## config.mk

```make
export PLATFORM = sky130hd
export DESIGN_NAME = iob_ram_sp_arbiter
export DESIGN_NICKNAME = d
export VERILOG_FILES = /design/src/rtl/iob_ram_sp_arbiter.sv
export SDC_FILE = /design/constraint.sdc
export NUM_CORES = 1
export LEC_CHECK = 0
export ABC_AREA = 1
export ABC_CLOCK_PERIOD_IN_PS = 1540
export BUFFER_PORTS_ARGS = -buffer_cell sky130_fd_sc_hd__buf_4
export CAP_MARGIN = 40
export CORE_UTILIZATION = 29
export CTS_CLUSTER_SIZE = 30
export DETAILED_ROUTE_END_ITERATION = 7
export GPL_TIMING_DRIVEN = 0
export PLACE_DENSITY = 0.95
export SYNTH_ARGS = -nofsm -noshare
export SYNTH_HDL_FRONTEND = slang
export SYNTH_SLANG_ARGS = --single-unit
```

## constraint.sdc

```tcl
create_clock -name clk -period 1.54 [get_ports clk]
set_input_delay 0.154 -clock clk [delete_from_list [all_inputs] [get_ports clk]]
set_output_delay 0.154 -clock clk [all_outputs]
set_load 0.005 [all_outputs]
```

## src/rtl/iob_ram_sp_arbiter.sv

```systemverilog
// Round-robin arbiter that shares one single-port synchronous RAM among N_REQ requesters.
// Grants are combinational; read data returns one cycle after the grant, straight from ram_dout.
module iob_ram_sp_arbiter #(
    parameter int N_REQ  = 2,
    parameter int DATA_W = 8,
    parameter int ADDR_W = 14
) (
    input  logic                      clk,
    input  logic                      rst_n,
    input  logic [N_REQ-1:0]          req_valid,
    input  logic [N_REQ-1:0]          req_we,
    input  logic [N_REQ*ADDR_W-1:0]   req_addr,
    input  logic [N_REQ*DATA_W-1:0]   req_wdata,
    output logic [N_REQ-1:0]          req_ready,
    output logic [N_REQ-1:0]          resp_valid,
    output logic [DATA_W-1:0]         resp_rdata,
    output logic                      ram_en,
    output logic                      ram_we,
    output logic [ADDR_W-1:0]         ram_addr,
    output logic [DATA_W-1:0]         ram_din,
    input  logic [DATA_W-1:0]         ram_dout
);

    localparam int IDX_W = (N_REQ > 1) ? $clog2(N_REQ) : 1;

    logic [IDX_W-1:0] ptr_q, ptr_d;
    logic [IDX_W-1:0] owner_q, owner_d;
    logic             rd_pend_q, rd_pend_d;
    logic [IDX_W-1:0] grant_idx;
    logic             grant_any;
    int               cand;

    // Search from ptr upwards with wrap; the first pending requester wins.
    always_comb begin
        grant_any = 1'b0;
        grant_idx = '0;
        cand      = 0;
        for (int i = 0; i < N_REQ; i++) begin
            cand = int'(ptr_q) + i;
            if (cand >= N_REQ) begin
                cand = cand - N_REQ;
            end
            if (!grant_any && req_valid[IDX_W'(cand)]) begin
                grant_any = 1'b1;
                grant_idx = IDX_W'(cand);
            end
        end
    end

    always_comb begin
        req_ready = '0;
        if (grant_any) begin
            req_ready[grant_idx] = 1'b1;
        end
        ram_en   = grant_any;
        ram_we   = grant_any & req_we[grant_idx];
        ram_addr = req_addr[grant_idx*ADDR_W +: ADDR_W];
        ram_din  = req_wdata[grant_idx*DATA_W +: DATA_W];
    end

    always_comb begin
        ptr_d     = ptr_q;
        owner_d   = owner_q;
        rd_pend_d = grant_any & ~req_we[grant_idx];
        if (grant_any) begin
            ptr_d   = (grant_idx == IDX_W'(N_REQ - 1)) ? '0 : grant_idx + 1'b1;
            owner_d = grant_idx;
        end
    end

    always_ff @(posedge clk or negedge rst_n) begin
        if (!rst_n) begin
            ptr_q     <= '0;
            owner_q   <= '0;
            rd_pend_q <= 1'b0;
        end else begin
            ptr_q     <= ptr_d;
            owner_q   <= owner_d;
            rd_pend_q <= rd_pend_d;
        end
    end

    // Writes never raise resp_valid; the RAM keeps dout unchanged on a write cycle.
    always_comb begin
        resp_valid = '0;
        if (rd_pend_q) begin
            resp_valid[owner_q] = 1'b1;
        end
    end

    assign resp_rdata = ram_dout;

endmodule
```

* Yosys cells after proc, flatten, opt, wreduce, memory -nomap -nowiden *
Cells that the tools add are included.

cells by class
  add/sub/neg operators = 4
  multiply operators = 1
  order comparisons = 8
  shift-type cells = 2
  muxes and demuxes = 19
  bitwise gates (word level) = 3
  reduce and logical (&&, ||, !) cells = 4

operators with widths
  cell                                                         count
  indexed part select 28 x 6 -> 14 bit                         1
  indexed part select 16 x 5 -> 8 bit                          1
  2-to-1 mux 1 bit                                             15
  less-than comparator 1 x 3 -> 1 bit (second input constant)  2
  less-than comparator 1 x 2 -> 1 bit (second input constant)  2
  multiplier 1 x 3 -> 4 bit (second input constant)            1
  2-to-1 mux 2 bit                                             2
  logical AND 1 bit                                            3
  adder 1 x 1 -> 2 bit (second input constant)                 1
  bitwise AND 1 bit                                            2
  demux 1 bit (select 1 bit)                                   2
  >= comparator 1 bit (second input constant)                  2
  >= comparator 1 x 2 -> 1 bit (second input constant)         1
  >= comparator 2 bit (second input constant)                  1
  subtractor 1 bit (second input constant)                     2
  adder 1 bit (second input constant)                          1
  logical NOT 1 bit                                            1
  NOT 1 bit                                                    1

storage, ports and cells
  register bits = 3
  output and inout bits = 36
  word-level logic and storage cells = 44

* Logic depth before layout (Yosys ltp) *
Gate-level depths: netlist (run 1).

  depth after elaboration = 14
  gate-level depth with buffers = 5
  gate-level depth less buffers = 4

* Worst setup path after synthesis (run 1) *
Ideal clock, no wire load.

  path type = reg2out
  start = reg ptr_q
  end = out ram_addr[10]
  data arrival time = 0.836 ns
  required time = 1.386 ns
  path slack = 0.550 ns
  stages on the path, launching flop included = 5
  cells stage by stage = dfrtp_1 nand2_4 buf_2 nand2_1 nand2_1

between the ends
  longest elaborated chain between the ends = 6
  elaborated cells on any way between the ends = 11
  classes of those cells = add/sub (3); mul (1); order compare (2); shift (1); mux (4)

RTL lines
  what                                                line    source
  start, declared                                     26      logic [IDX_W-1:0] ptr_q, ptr_d;
  start signal, assigned                              77      ptr_q <= ptr_d;
  adder 1 x 1 -> 2 bit, or another cell as far along  39      cand = int'(ptr_q) + i;
  >= comparator 2 bit, or another cell as far along   40      if (cand >= N_REQ) begin
  2-to-1 mux 1 bit, on equally long branches          40, 43
  2-to-1 mux 1 bit *                                  43      if (!grant_any && req_valid[IDX_W'(cand)]) begin
  multiplier 1 x 3 -> 4 bit *                         57      ram_addr = req_addr[grant_idx*ADDR_W +: ADDR_W];
  indexed part select 28 x 6 -> 14 bit *              57
  end, declared                                       19      output logic [ADDR_W-1:0] ram_addr,

Mark *: on every way between the ends. The rest lies on a longest branch, timed or not.

* Worst setup path in the final report (run 1) *
  start = reg ptr_q
  end = out ram_din[3]

between the ends
  longest elaborated chain between the ends = 5
  elaborated cells on any way between the ends = 10
  classes of those cells = add/sub (3); order compare (2); shift (1); mux (4)

RTL lines
  what                                                line    source
  adder 1 x 1 -> 2 bit, or another cell as far along  39
  >= comparator 2 bit, or another cell as far along   40
  2-to-1 mux 1 bit, on equally long branches          40, 43
  2-to-1 mux 1 bit *                                  43
  indexed part select 16 x 5 -> 8 bit *               58      ram_din = req_wdata[grant_idx*DATA_W +: DATA_W];
  end, declared                                       20      output logic [DATA_W-1:0] ram_din,

Marks and branches as above.

==> results of run 1 <==
==> cell usage after synthesis <==
library cell / count
inv_4: 1
nand2_2: 8
nand2_1: 65
buf_12: 1
nor2_1: 6
inv_1: 5
buf_6: 1
nand2_4: 1
buf_4: 9
dfrtp_1: 3
nand3_1: 2
buf_2: 2
==> kinds of logic after synthesis <==
logic type,Yosys count,share of synthesized area [%]
AND/OR/NAND/NOR,82,61.78
flip-flops,3,13.73
buffers and inverters,19,24.49
==> final cells by class <==
| type | instances | share of cell area [%] |
|---|---|---|
| multi-input cells | 82 | 27.14 |
| flip-flops and latches | 3 | 6.030 |
| repair buffers | 85 | 51.46 |
| inverters | 6 | 2.010 |
| plain buffers | 13 | 8.744 |
| clock buffers | 4 | 2.111 |
| well taps | 25 | 2.513 |
==> stage by stage <==
stage / setup slack, ns / instance area, um2 / hold slack [ns] / total power, mW
after global routing: 0.01123 / 1245 / 0.2130 / 0.7159
after global placement: 0.3677 / 1209 / -0.05698 / 0.5149
after floorplan: 0.5504 / 546.8 / -0.1416 / 0.2714
after CTS: 0.08350 / 1245 / 0.1810 / 0.6692
final: 0.1086 / 1245 / 0.1833 / 0.6584
after detailed placement: 0.3377 / 1209 / -0.05500 / 0.5267
==> worst register-to-register path: stages, from the launching register on <==
cell     delay [ns]
dfrtp_1        0.43
nand2_4        0.14
buf_2          0.22
nand2_1        0.07
==> power breakdown <==
| group | switching, mW | total [mW] | internal, mW | leakage (nW) |
|---|---|---|---|---|
| combinational | 0.163 | 0.423 | 0.260 | 0.749 |
| sequential | 0.0108 | 0.100 | 0.0894 | 0.0361 |
| clock | 0.0384 | 0.135 | 0.0970 | 0.0150 |
| total | 0.212 | 0.658 | 0.447 | 0.800 |
==> sequential cells by signal, summed over array words and instances (netlist names) <==
| name | flops |
|---|---|
| rd_pend_q | 1 |
| ptr_q | 1 |
| owner_q | 1 |
==> path summary, 6_finish.rpt <==
path                           start         end  slack (ns)  cells after the start
min                        req_we[0]   rd_pend_q        0.18                      4
min in group asynchronous      rst_n   rd_pend_q        0.26                      2
max                            ptr_q  ram_din[3]        0.11                      5
max in group asynchronous      rst_n       ptr_q        1.18                      2
min reg2reg                  owner_q     owner_q        0.49                      2
max reg2reg                    ptr_q     owner_q        0.57                      3
==> layer usage <==
| layer | vias up | global-route usage [%] |
|---|---|---|
| li1 | 476 | - |
| met3 | 2 | 4.365 |
| met4 | 0 | 3.636 |
| met1 | 379 | 14.49 |
| met2 | 56 | 36.57 |
| met5 | - | 0 |
==> implementation parameters, run 1 <==
Parameter                              Value

Worst hold path
  Type of the tightest min-delay check    in -> reg

Drt
  DRC violation total after the first TritonRoute iteration    5
  Final routed wirelength across all metal layers    roughly 1800 um
  Average via count per standard cell    4.188
  Final routed wire length divided by cell count    8.390 um
  Residual antenna-violating net count after detailed routing    0
  Number of detailed-routing iterations run before antenna repair    4
  Highest routing layer actually used    met4
  Post-route DRC violation count    0
  Detailed-routing wirelength on met1    between 600 and 700 um
  Sum of met3 wire segment lengths after detailed routing    about 180 um
  Metal2 WL    roughly 1000 um
  Number of vias after detailed routing    between 900 and 1000

Clock tree
  Clk pin slew, worst setup/hold paths    0.04 ns
  Post-CTS Resized    0
  Maximum number of buffers from clock root to sink    2
  Number of clock buffers inserted by TritonCTS    3
  Hold buffer count at cts    1
  TritonCTS clock tree    done
  Post-CTS setup buffer count    0
  Max H-tree Level    1
  Clock latency of the later-clocked register in the worst-skew pair    0.23 ns
  Clk sink count    3
  Root cell of the clock tree    clkbuf_4

Die
  Die outline height    about 45 um
  Die extent in x    45.42 um
  Starting density of the core    31.33%
  Placeable core region    between 1500 and 2000 um2
  DIE AREA    approximately 2100 um2
  Standard-cell row count    15
  I/O pins    94

Setup path
  CP arrival    between 1 and 1.5 ns
  Critical path, cell by cell    nand2_4, buf_2, nand2_1, nand2_1, buf_4
  Critical Path Max Stage Delay    ~0.43 ns
  Largest fanout of any net on the critical path    10
  Worst setup path class    reg -> out
  Most common cell type on the critical path    nand2_1
  Top delay family on crit path    flip-flops
  Sum of buffers and inverters on the critical path    2
  Slowest stage cell, crit path    dfrtp_1
  Critical Path Source Type    register
  Worst setup EP type    output port
  Required @ worst endpoint    between 1 and 1.5 ns

STA
  Min Clock Period, post-route    1.431 ns
  Largest clock skew in the final design    0.003066 ns
  Max-slew headroom at the worst pin    86.70%
  RSZ-0062 raised after global routing    false
  Setup Viol. Count Final    0
  Share of the clock period used by the worst path    around 93%
  Final Hold Vio Count    0
  Number of pins exceeding their max-slew limit in the final report    0
  Worst slew pin tran    0.1995 ns
  Highest clock rate    698.6 MHz
  Post-route setup TNS    0 ns

Status
  Status    finished, final reports clean

Synthesis
  Number of register bits inferred by synthesis    3
  Sequential area share after synthesis    between 10% and 20%
  Top post-synthesis cells by area    nand2_1 (45%), dfrtp_1 (14%), buf_4 (12%)
  Post-synthesis net count    between 150 and 200
  Yosys warning total    0
  Area leader, netlist    nand2_1
  Count of mapped cells out of synthesis    between 100 and 150
  Syn Area/Cell    5.257 um2
  Share of Yosys cell area claimed by the top area cell type    44.62%
  Count of distinct cell types in the synthesized netlist    12
  Cell Area, Synth    between 500 and 600 um2

Power
  Power density over the cells    approximately 530 nW/um2
  Lkg Pwr    between 0.7 and 0.8 nW
  Maximum vdd ir drop    between 0.3 and 0.4 mV

Global route
  Overall global routing resource usage    between 10% and 20%
  Wire length of the first global-routing pass    about 2600 um
  Number of antenna violations at the first check in global routing    0
  Number of global-route vias before repair    775
  Largest net degree at the start of global routing    11
  Total gr overflow    0

Final layout
  Count of filler cells inserted in the layout    140
  Most common cell after layout, fill and taps aside    buf_4
  Sequential Area    ~75 um2
  Fraction of final layout cells sized beyond drive strength 1    around 57%
  Post-route core utilization    71.33%
  Most frequent cells in the layout    buf_4 (93), nand2_1 (65), nand2_2 (8)
  P&R area growth vs syn    127.7%
  Non-filler cells, final    between 200 and 250
  Final net count    252
  Antenna diode count    0
  Area of combinational cells with multiple inputs    ~340 um2

Placement
  Routability congestion estimate    0.7019
  Detail Placement HPWL    roughly 1600 um
  # port buffers    between 80 and 90
  Placed instance count    between 200 and 250

Flow run
  Maximum Capacitance Violations    0
No activity file was read; power rests on OpenSTA's default activity.
==> run 2: changes to the inputs <==
CAP_MARGIN = default   (was 40)
CELL_PAD_IN_SITES_DETAIL_PLACEMENT = 0   (was default)
CELL_PAD_IN_SITES_GLOBAL_PLACEMENT = 1   (was default)
CORE_UTILIZATION = 15   (was 29)
==> run 2 against run 1 <==
  * Combinational power barely moved
  * Cell count rose by 9.6%
  * Largest power group unchanged
  * Largest cell class unchanged
  * Core utilization fell by 34 points
==> implementation parameters, run 2 (synthesized netlist as in run 1, its figures left out) <==
Parameter                              Value

Status
  Status    finished, final reports clean

Power
  Maximum vdd ir drop    0.1561 mV (-52%)
  Power density over the cells    519.4 nW/um2 (-1.8%)
  Lkg Pwr    0.8009 nW (+0.16%)

STA
  Final Hold Vio Count    0 (unchanged)
  Post-route setup TNS    0 ns (unchanged)
  Worst slew pin tran    0.2265 ns (+0.02703 ns)
  Setup Viol. Count Final    0 (unchanged)
  Worst Hold Margin    0.1721 ns (-0.01118 ns)
  Share of the clock period used by the worst path    94.20% (+1.3 points)
  Min Clock Period, post-route    1.451 ns (+0.01930 ns)
  Number of pins exceeding their max-slew limit in the final report    0 (unchanged)
  Largest clock skew in the final design    0.0006766 ns (-0.002389 ns)
  Max-slew headroom at the worst pin    84.90% (-1.8 points)
  Highest clock rate    689.3 MHz (-1.3%)
  RSZ-0062 raised after global routing    false

Setup path
  Worst setup path class    reg -> out
  Worst setup EP type    output port
  Largest fanout of any net on the critical path    10 (unchanged)
  Required @ worst endpoint    1.39 ns (about the same)
  CP arrival    1.30 ns (+0.02 ns)
  Critical Path Source Type    register

Drt
  Final routed wire length divided by cell count    8.004 um (-4.6%)
  DRC violation total after the first TritonRoute iteration    18 (+13)
  Final routed wirelength across all metal layers    1913 um (+4.6%)
  Residual antenna-violating net count after detailed routing    0 (unchanged)
  Post-route DRC violation count    0 (unchanged)
  Number of detailed-routing iterations run before antenna repair    4 (unchanged)
  Number of vias after detailed routing    901 (-1.3%)
  Average via count per standard cell    3.770 (-10%)

Final layout
  Most frequent cells in the layout    buf_4 (93), nand2_1 (65), nand2_2 (8)
  Top flop regs    owner_q x1, ptr_q x1, rd_pend_q x1
  Antenna diode count    0 (unchanged)
  Fraction of final layout cells sized beyond drive strength 1    56.99% (unchanged)
  Final net count    252 (unchanged)
  Most common cell after layout, fill and taps aside    buf_4
  P&R area growth vs syn    133.0%

Global route
  Wire length of the first global-routing pass    3125 um (+20%)
  Overall global routing resource usage    9.750% (-7.1 points)
  Number of global-route vias before repair    850 (+9.7%)
  Number of antenna violations at the first check in global routing    0 (unchanged)
  Largest net degree at the start of global routing    11 (unchanged)
  Total gr overflow    0 (unchanged)

Die
  Die outline height    62.38 um (+37%)
  Die extent in x    62.38 um (+37%)
  Starting density of the core    16.01% (-15 points)
  Placeable core region    3416 um2 (+96%)
  DIE AREA    3891 um2 (+89%)
  I/O pins    94 (unchanged)
  Standard-cell row count    21 (+6)

Clock tree
  Clock latency of the later-clocked register in the worst-skew pair    0.23 ns (about the same)
  Max H-tree Level    1 (unchanged)
  TritonCTS clock tree    done
  Post-CTS setup buffer count    0 (unchanged)
  Root cell of the clock tree    clkbuf_4
  Clk sink count    3 (unchanged)
  Maximum number of buffers from clock root to sink    2 (unchanged)
  Clk pin slew, worst setup/hold paths    0.04 ns (about the same)
  Number of clock buffers inserted by TritonCTS    3 (unchanged)

Flow run
  Maximum Capacitance Violations    0 (unchanged)

Placement
  Detail Placement HPWL    1577 um (-0.32%)
  # port buffers    84 (unchanged)
  Routability congestion estimate    0.6582 (-6.2%)

Worst hold path
  Type of the tightest min-delay check    in -> reg
[run 2: cell count changes in the layout (fill, tap and decap cells not counted), sizes merged]
cell    before  now
buf         97   96
clkbuf       4    5
[run 2: timing repair]
action                     in CTS  in global routing
hold endpoints to repair        3                  0
hold buffers                    1                  0
resized for setup               0                  1
setup endpoints to repair       0                  4
[run 2: worst paths after layout]
kind	startpoint	endpoint	slack [ns]	cells after the start
max	ptr_q	ram_din[7]	0.09	5
min reg2reg	owner_q	owner_q	0.49	2
max reg2reg	ptr_q	owner_q	0.55	3
min in group asynchronous	rst_n	ptr_q	0.25	2
min	req_we[0]	rd_pend_q	0.17	4
max in group asynchronous	rst_n	owner_q	1.20	2
[run 2: worst max-delay path: stages, from the launching register on]
cell and delay (ns):
dfrtp_1 0.45, nand2_4 0.14, buf_2 0.22, nand2_1 0.07
nand2_1 0.08, buf_4 0.11
[run 2: report_power, final]
group	internal, mW	switching [mW]	total [mW]
clock	0.0971	0.0401	0.137
combinational	0.261	0.162	0.423
sequential	0.0894	0.0117	0.101
total	0.448	0.214	0.662
[run 2: layout make-up]
cell class	instances	area, um2
Buffer	13	111.4
Clock buffer	4	26.28
Fill cell	392	2142
Inverter	6	25.02
Multi-Input combinational cell	82	337.8
Sequential cell	3	75.07
Tap cell	46	57.56
Timing Repair Buffer	85	640.6
[run 2: metal layers]
layer	vias to the layer above	wire, um	track usage [%]
met5	-	0	0
met4	0	9	4.360
met3	2	166	1.642
met2	52	970	18.96
met1	373	767	10.08
li1	474	-	-
[run 2: metrics by stage]
| stage | area [um2] | setup slack [ns] | total power, mW | cells | util, % |
|---|---|---|---|---|---|
| after CTS | 1271 | 0.05938 | 0.6761 | 239 | 37.22 |
| after floorplan | 546.8 | 0.5504 | 0.2714 | 104 | - |
| after global placement | 1235 | 0.3191 | 0.5278 | 234 | 36.15 |
| final | 1274 | 0.08933 | 0.6615 | 239 | 37.29 |
| after detailed placement | 1235 | 0.3114 | 0.5282 | 234 | 36.15 |
| after global routing | 1274 | 0.01295 | 0.7178 | 239 | 37.29 |
